File: src/rtl/ntt_ctrl.sv
// Address/twiddle sequencer for a 256-point NTT/INTT butterfly datapath (Dilithium/Kyber).
// Issues one butterfly per cycle and drains the RAM/butterfly pipeline between layers.
module ntt_ctrl #(
    parameter int unsigned RD_LAT = 1,
    parameter int unsigned BF_LAT = 0
) (
    input  logic       clk_i,
    input  logic       rst_n_i,
    input  logic       start_i,
    input  logic       mode_i,
    input  logic       sel_red_i,
    output logic       rd_en_o,
    output logic [7:0] rd_addr_a_o,
    output logic [7:0] rd_addr_b_o,
    output logic [7:0] twiddle_idx_o,
    output logic       sel_butterfly_o,
    output logic       sel_red_o,
    output logic       wr_en_o,
    output logic [7:0] wr_addr_a_o,
    output logic [7:0] wr_addr_b_o,
    output logic       busy_o,
    output logic       done_o
);

    localparam int unsigned LAT   = RD_LAT + BF_LAT;
    localparam int unsigned CNT_W = (LAT > 1) ? $clog2(LAT) : 1;

    typedef enum logic [1:0] {S_IDLE, S_RUN, S_DRAIN, S_DONE} state_t;

    state_t           state_q, state_d;
    logic [6:0]       j_q, j_d;
    logic [2:0]       layer_q, layer_d;
    logic [CNT_W-1:0] cnt_q, cnt_d;

    logic       accept, mode_d, red_d, last_layer;
    logic [2:0] shift;
    logic [7:0] len, g, o, addr_a, addr_b, tw;
    logic       rd_en_d, busy_d, done_d;
    logic [7:0] rd_a_d, rd_b_d, tw_d;

    logic       pipe_v [LAT];
    logic [7:0] pipe_a [LAT];
    logic [7:0] pipe_b [LAT];

    // Mode/reduction selects are captured on the accepting edge and held in the output flops.
    always_comb begin
        accept     = (state_q == S_IDLE) && start_i;
        mode_d     = accept ? mode_i    : sel_butterfly_o;
        red_d      = accept ? sel_red_i : sel_red_o;
        last_layer = (layer_q == (sel_red_o ? 3'd6 : 3'd7));
    end

    always_ff @(posedge clk_i or negedge rst_n_i) begin
        if (!rst_n_i) begin
            state_q <= S_IDLE;
            j_q     <= '0;
            layer_q <= '0;
            cnt_q   <= '0;
        end else begin
            state_q <= state_d;
            j_q     <= j_d;
            layer_q <= layer_d;
            cnt_q   <= cnt_d;
        end
    end

    always_comb begin
        state_d = state_q;
        j_d     = j_q;
        layer_d = layer_q;
        cnt_d   = cnt_q;
        case (state_q)
            S_IDLE: begin
                if (start_i) begin
                    state_d = S_RUN;
                    j_d     = '0;
                    layer_d = '0;
                end
            end
            S_RUN: begin
                j_d = j_q + 7'd1;
                if (j_q == 7'd127) begin
                    state_d = S_DRAIN;
                    cnt_d   = '0;
                end
            end
            S_DRAIN: begin
                if (cnt_q == CNT_W'(LAT - 1)) begin
                    if (last_layer) begin
                        state_d = S_DONE;
                    end else begin
                        state_d = S_RUN;
                        layer_d = layer_q + 3'd1;
                        j_d     = '0;
                    end
                end else begin
                    cnt_d = cnt_q + CNT_W'(1);
                end
            end
            S_DONE:  state_d = S_IDLE;
            default: state_d = S_IDLE;
        endcase
    end

    // Outputs for the coming cycle, derived from the next state so they can be registered.
    always_comb begin
        shift   = mode_d ? (layer_d + {2'b00, red_d}) : (3'd7 - layer_d);
        len     = 8'd1 << shift;
        g       = {1'b0, j_d} >> shift;
        o       = {1'b0, j_d} & (len - 8'd1);
        addr_a  = (g << (4'(shift) + 4'd1)) | o;
        addr_b  = addr_a + len;
        tw      = mode_d ? 8'((9'd256 >> shift) - 9'd1 - {1'b0, g})
                         : ((8'd128 >> shift) + g);
        rd_en_d = (state_d == S_RUN);
        rd_a_d  = rd_en_d ? addr_a : 8'd0;
        rd_b_d  = rd_en_d ? addr_b : 8'd0;
        tw_d    = rd_en_d ? tw     : 8'd0;
        busy_d  = (state_d != S_IDLE);
        done_d  = (state_d == S_DONE);
    end

    always_ff @(posedge clk_i or negedge rst_n_i) begin
        if (!rst_n_i) begin
            rd_en_o         <= 1'b0;
            rd_addr_a_o     <= '0;
            rd_addr_b_o     <= '0;
            twiddle_idx_o   <= '0;
            sel_butterfly_o <= 1'b0;
            sel_red_o       <= 1'b0;
            busy_o          <= 1'b0;
            done_o          <= 1'b0;
        end else begin
            rd_en_o         <= rd_en_d;
            rd_addr_a_o     <= rd_a_d;
            rd_addr_b_o     <= rd_b_d;
            twiddle_idx_o   <= tw_d;
            sel_butterfly_o <= mode_d;
            sel_red_o       <= red_d;
            busy_o          <= busy_d;
            done_o          <= done_d;
        end
    end

    // Write-address delay line matching the RAM read plus butterfly latency.
    always_ff @(posedge clk_i or negedge rst_n_i) begin
        if (!rst_n_i) begin
            for (int i = 0; i < int'(LAT); i++) begin
                pipe_v[i] <= 1'b0;
                pipe_a[i] <= '0;
                pipe_b[i] <= '0;
            end
        end else begin
            pipe_v[0] <= rd_en_o;
            pipe_a[0] <= rd_addr_a_o;
            pipe_b[0] <= rd_addr_b_o;
            for (int i = 1; i < int'(LAT); i++) begin
                pipe_v[i] <= pipe_v[i-1];
                pipe_a[i] <= pipe_a[i-1];
                pipe_b[i] <= pipe_b[i-1];
            end
        end
    end

    assign wr_en_o     = pipe_v[LAT-1];
    assign wr_addr_a_o = pipe_a[LAT-1];
    assign wr_addr_b_o = pipe_b[LAT-1];

endmodule

File: config.mk
export PLATFORM = sky130hd
export DESIGN_NAME = ntt_ctrl
export DESIGN_NICKNAME = d
export VERILOG_FILES = /design/src/rtl/ntt_ctrl.sv
export SDC_FILE = /design/constraint.sdc
export NUM_CORES = 1
export LEC_CHECK = 0
export CORE_ASPECT_RATIO = 0.5
export CORE_MARGIN = 5
export CORE_UTILIZATION = 55
export CTS_CLUSTER_SIZE = 20
export DETAILED_ROUTE_END_ITERATION = 10
export PLACE_DENSITY = 0.79
export SLEW_MARGIN = 10
export SYNTH_ARGS = -nofsm -noshare
export SYNTH_HDL_FRONTEND = slang
export SYNTH_SLANG_ARGS = --single-unit
File: constraint.sdc
create_clock -name clk_i -period 6.4 [get_ports clk_i]
set_clock_uncertainty 0.15 [all_clocks]
set_input_delay 1.92 -clock clk_i [delete_from_list [all_inputs] [get_ports clk_i]]
set_output_delay 1.92 -clock clk_i [all_outputs]
set_load 0.02 [all_outputs]
==> flow_summary.ini <==
[clock_network]
worstSkewPairLatency_ns = 0.33
numCtsBuffers = 9
cts_root_buffer = clkbuf_16
htreeDepth = 3
clk_pin_slew_ns = 0.05
clkSinkCount = 58
cts_tree = yes
clk_path_buf_depth = 2

[hold_path]
min_to = wr_addr_a_o[1]
holdPathStages = 0
hp-start = rd_addr_a_o[1]
hold_path_class = reg -> reg

[sta]
setup_slack_ns = 0.321
worst_pin_slew_ns = 0.822
fin_crit_sh_pct = 95.0
fin_crit_ns = 6.08
hold_violations = 0
slew_headroom_pct = 43.8
setup_viol = 0
max_freq_mhz = 164
finalMaxSlewViolations = 0
grt_setup_unrepaired = no
whs_ns = 0.220

[critical_path]
slowest_stage = or4_1
crit_type = in -> reg
r2r-start = state_q[0]
r2r_cells = 21
cp.arrival_ns = 6.16
crit_chain = dlymetal6s2s_1, buf_4, o21ba_2, o211ai_1, and2_1, ha_2, ha_4, a2bb2oi_4, buf_6, nand2_1, o21ai_2, mux2i_2, o21a_1, inv_1, ha_2, inv_1, fa_2, nand2b_4, or3_1, o221ai_2, nor4_2, or4_1, nor4b_2
cp-start-kind = input pin
r2r_end = twiddle_idx_o[7]
cp-end-kind = register
cp_slowest_stage_delay_ns = 0.54
r2r_setup_slack_ns = 1.42
crit_fanout = 7
cp_data_required_time_ns = 6.48

[power_and_ir_drop]
clkPwrFrac_pct = 34.6
p_switching_mw = 0.404
cellPowerDensity_mw_per_mm2 = 224
seq_power_share_pct = 33.9
p_comb_share_pct = 31.6
swShare_pct = 31.7
power_mw = 1.27
peakVddDrop_mv = 0.178
p_leak_nw = 2.59
internal-power_mw = 0.869

[grt]
grt.total_usage_pct = 28.0
first_global_vias = 3770
grt.overflow.total = 0
antenna_found_initial = 0
grt_pass1_wl_um = 19800
grt_max_degree = 59

[yosys]
synth_nets = 448
synth-edff-count = 0
yosysMostFrequentCell = dfrtp_1
netlist_area_sq_mm = 0.00400
synth_top_area_share_pct = 36.3
ys.warnings.count = 0
syn_area_per_cell_sq_um = 9.69
synth_common_cells = dfrtp_1, nand2_1, ha_1
synth_area_leaders = dfrtp_1, ha_1, a21oi_1
yosysSeqAreaShare_pct = 36.3
syn-instance-count = 413
ys_types = 87
ys_ff_latch = 58
async_reset_ff_share_pct = 100
ys.flop_type = dfrtp_1
yosys.area.top_type = dfrtp_1

[detailed_routing]
first_pass_iters = 5
vias = 3919
drc = 0
wire_per_inst_um = 19.6
drt-total-wl_um = 12800
vias_per_cell = 5.98
antenna_left = 0
drtIter0Drc = 299

[floorplanning]
die_h_um = 70.3
die-area_sq_mm = 0.00919
rows = 22
die_w_um = 131
core_area_sq_mm = 0.00721
ios = 51
initial_core_util_pct = 55.5

[flow_run]
cap_viol_max_count = 0

[final_layout]
antenna_cells = 0
final_nets = 589
drive_gt1_share_pct = 30.2
fin_util_pct = 78.8
syn2layout_area_growth_pct = 41.9
fillers = 484

[placement]
dp_hpwl_um = 9430
place_congestion = 1.00
pre_cts_ws_ns = -0.357
io_buffers = 50

[outcome]
status = complete, no violations
final cells by class:
type / instances / area, sq um / share of cell area (%)
inverter: 24 / 106 / 1.87
multi-input combinational: 313 / 2490 / 43.9
clock inverter: 6 / 42.5 / 0.749
timing repair buffer: 148 / 1240 / 21.8
tap: 96 / 120 / 2.11
sequential: 58 / 1450 / 25.6
clock buffer: 10 / 229 / 4.03
power by group through the flow:
stage	registers [mW]	logic [mW]	clock network (mW)
floorplan	0.494	0.131	0
global placement	0.434	0.372	0
detailed placement	0.437	0.374	0
CTS	0.432	0.383	0.443
global route	0.437	0.430	0.460
finish	0.431	0.402	0.440
cell families after synthesis:
family	count (synthesis)	synth area share, %
AOI/OAI and AO/OA	131	24.6
and+or+nand+nor	127	17.6
DFF	58	36.3
buffers and inverters	42	5.13
adders and majority gates	31	10.2
xor gates and xnor gates	14	3.06
muxes	10	3.16
critical path: cells and delay by family:
family | cells | cell delay (ns)
fa+ha+maj | 4 | 0.89
simple gates | 7 | 1.68
buf+inv | 5 | 0.54
compound gates | 6 | 0.98
mux | 1 | 0.13
cells in the final DEF, fill, tap and decap left out, types with 9 or more instances in the layout:
cell	count
o21ai_0	12
and2_1	15
nor2_1	21
inv_1	18
clkbuf_16	9
nand3_1	12
a21oi_1	23
clkdlybuf4s50_1	48
dfrtp_1	58
ha_1	21
a211oi_1	11
buf_4	97
nand2_1	29
timing repair:
action / CTS / global route
pin swaps: 3 / 17
hold buffers: 0 / 0
buffers inserted: 1 / 11
gates resized for setup: 9 / 30
setup endpoints to repair: 2 / 3
registers in the layout, indices dropped and copies added, names as in the netlist:
register and cells:
rd_addr_a_o 8, rd_addr_b_o 8, twiddle_idx_o 8, wr_addr_a_o 8, wr_addr_b_o 8, j_q 7, layer_q 3, state_q 2
busy_o 1, done_o 1, rd_en_o 1, sel_butterfly_o 1, sel_red_o 1, wr_en_o 1
how the worst max path moves through the flow:
stage	startpoint	to	slack, ns
6_report	start_i	twiddle_idx_o[7]	0.32
5_1_grt	start_i	twiddle_idx_o[7]	0.14
4_1_cts	start_i	rd_addr_b_o[7]	0.001
3_5_place_dp	start_i	twiddle_idx_o[7]	-0.36
3_3_place_gp	start_i	rd_addr_b_o[7]	-0.17
2_1_floorplan	start_i	rd_addr_b_o[7]	0.03
per-stage QoR:
stage,cell area (sq um),setup TNS [ns],std cells
floorplan,4010,0,413
global placement,5170,-0.406,627
detailed placement,5170,-0.785,627
CTS,5470,0,644
global route,5680,0,655
finish,5680,0,655
metal layers:
| layer | global-route usage (%) | share of wire (%) |
|---|---|---|
| met1 | 41.3 | 45 |
| met4 | 7.53 | 2.1 |
| met2 | 39.4 | 42 |
| met3 | 8.94 | 10 |
| met5 | 0 | 0 |
Power figures use the tool's default switching activity.
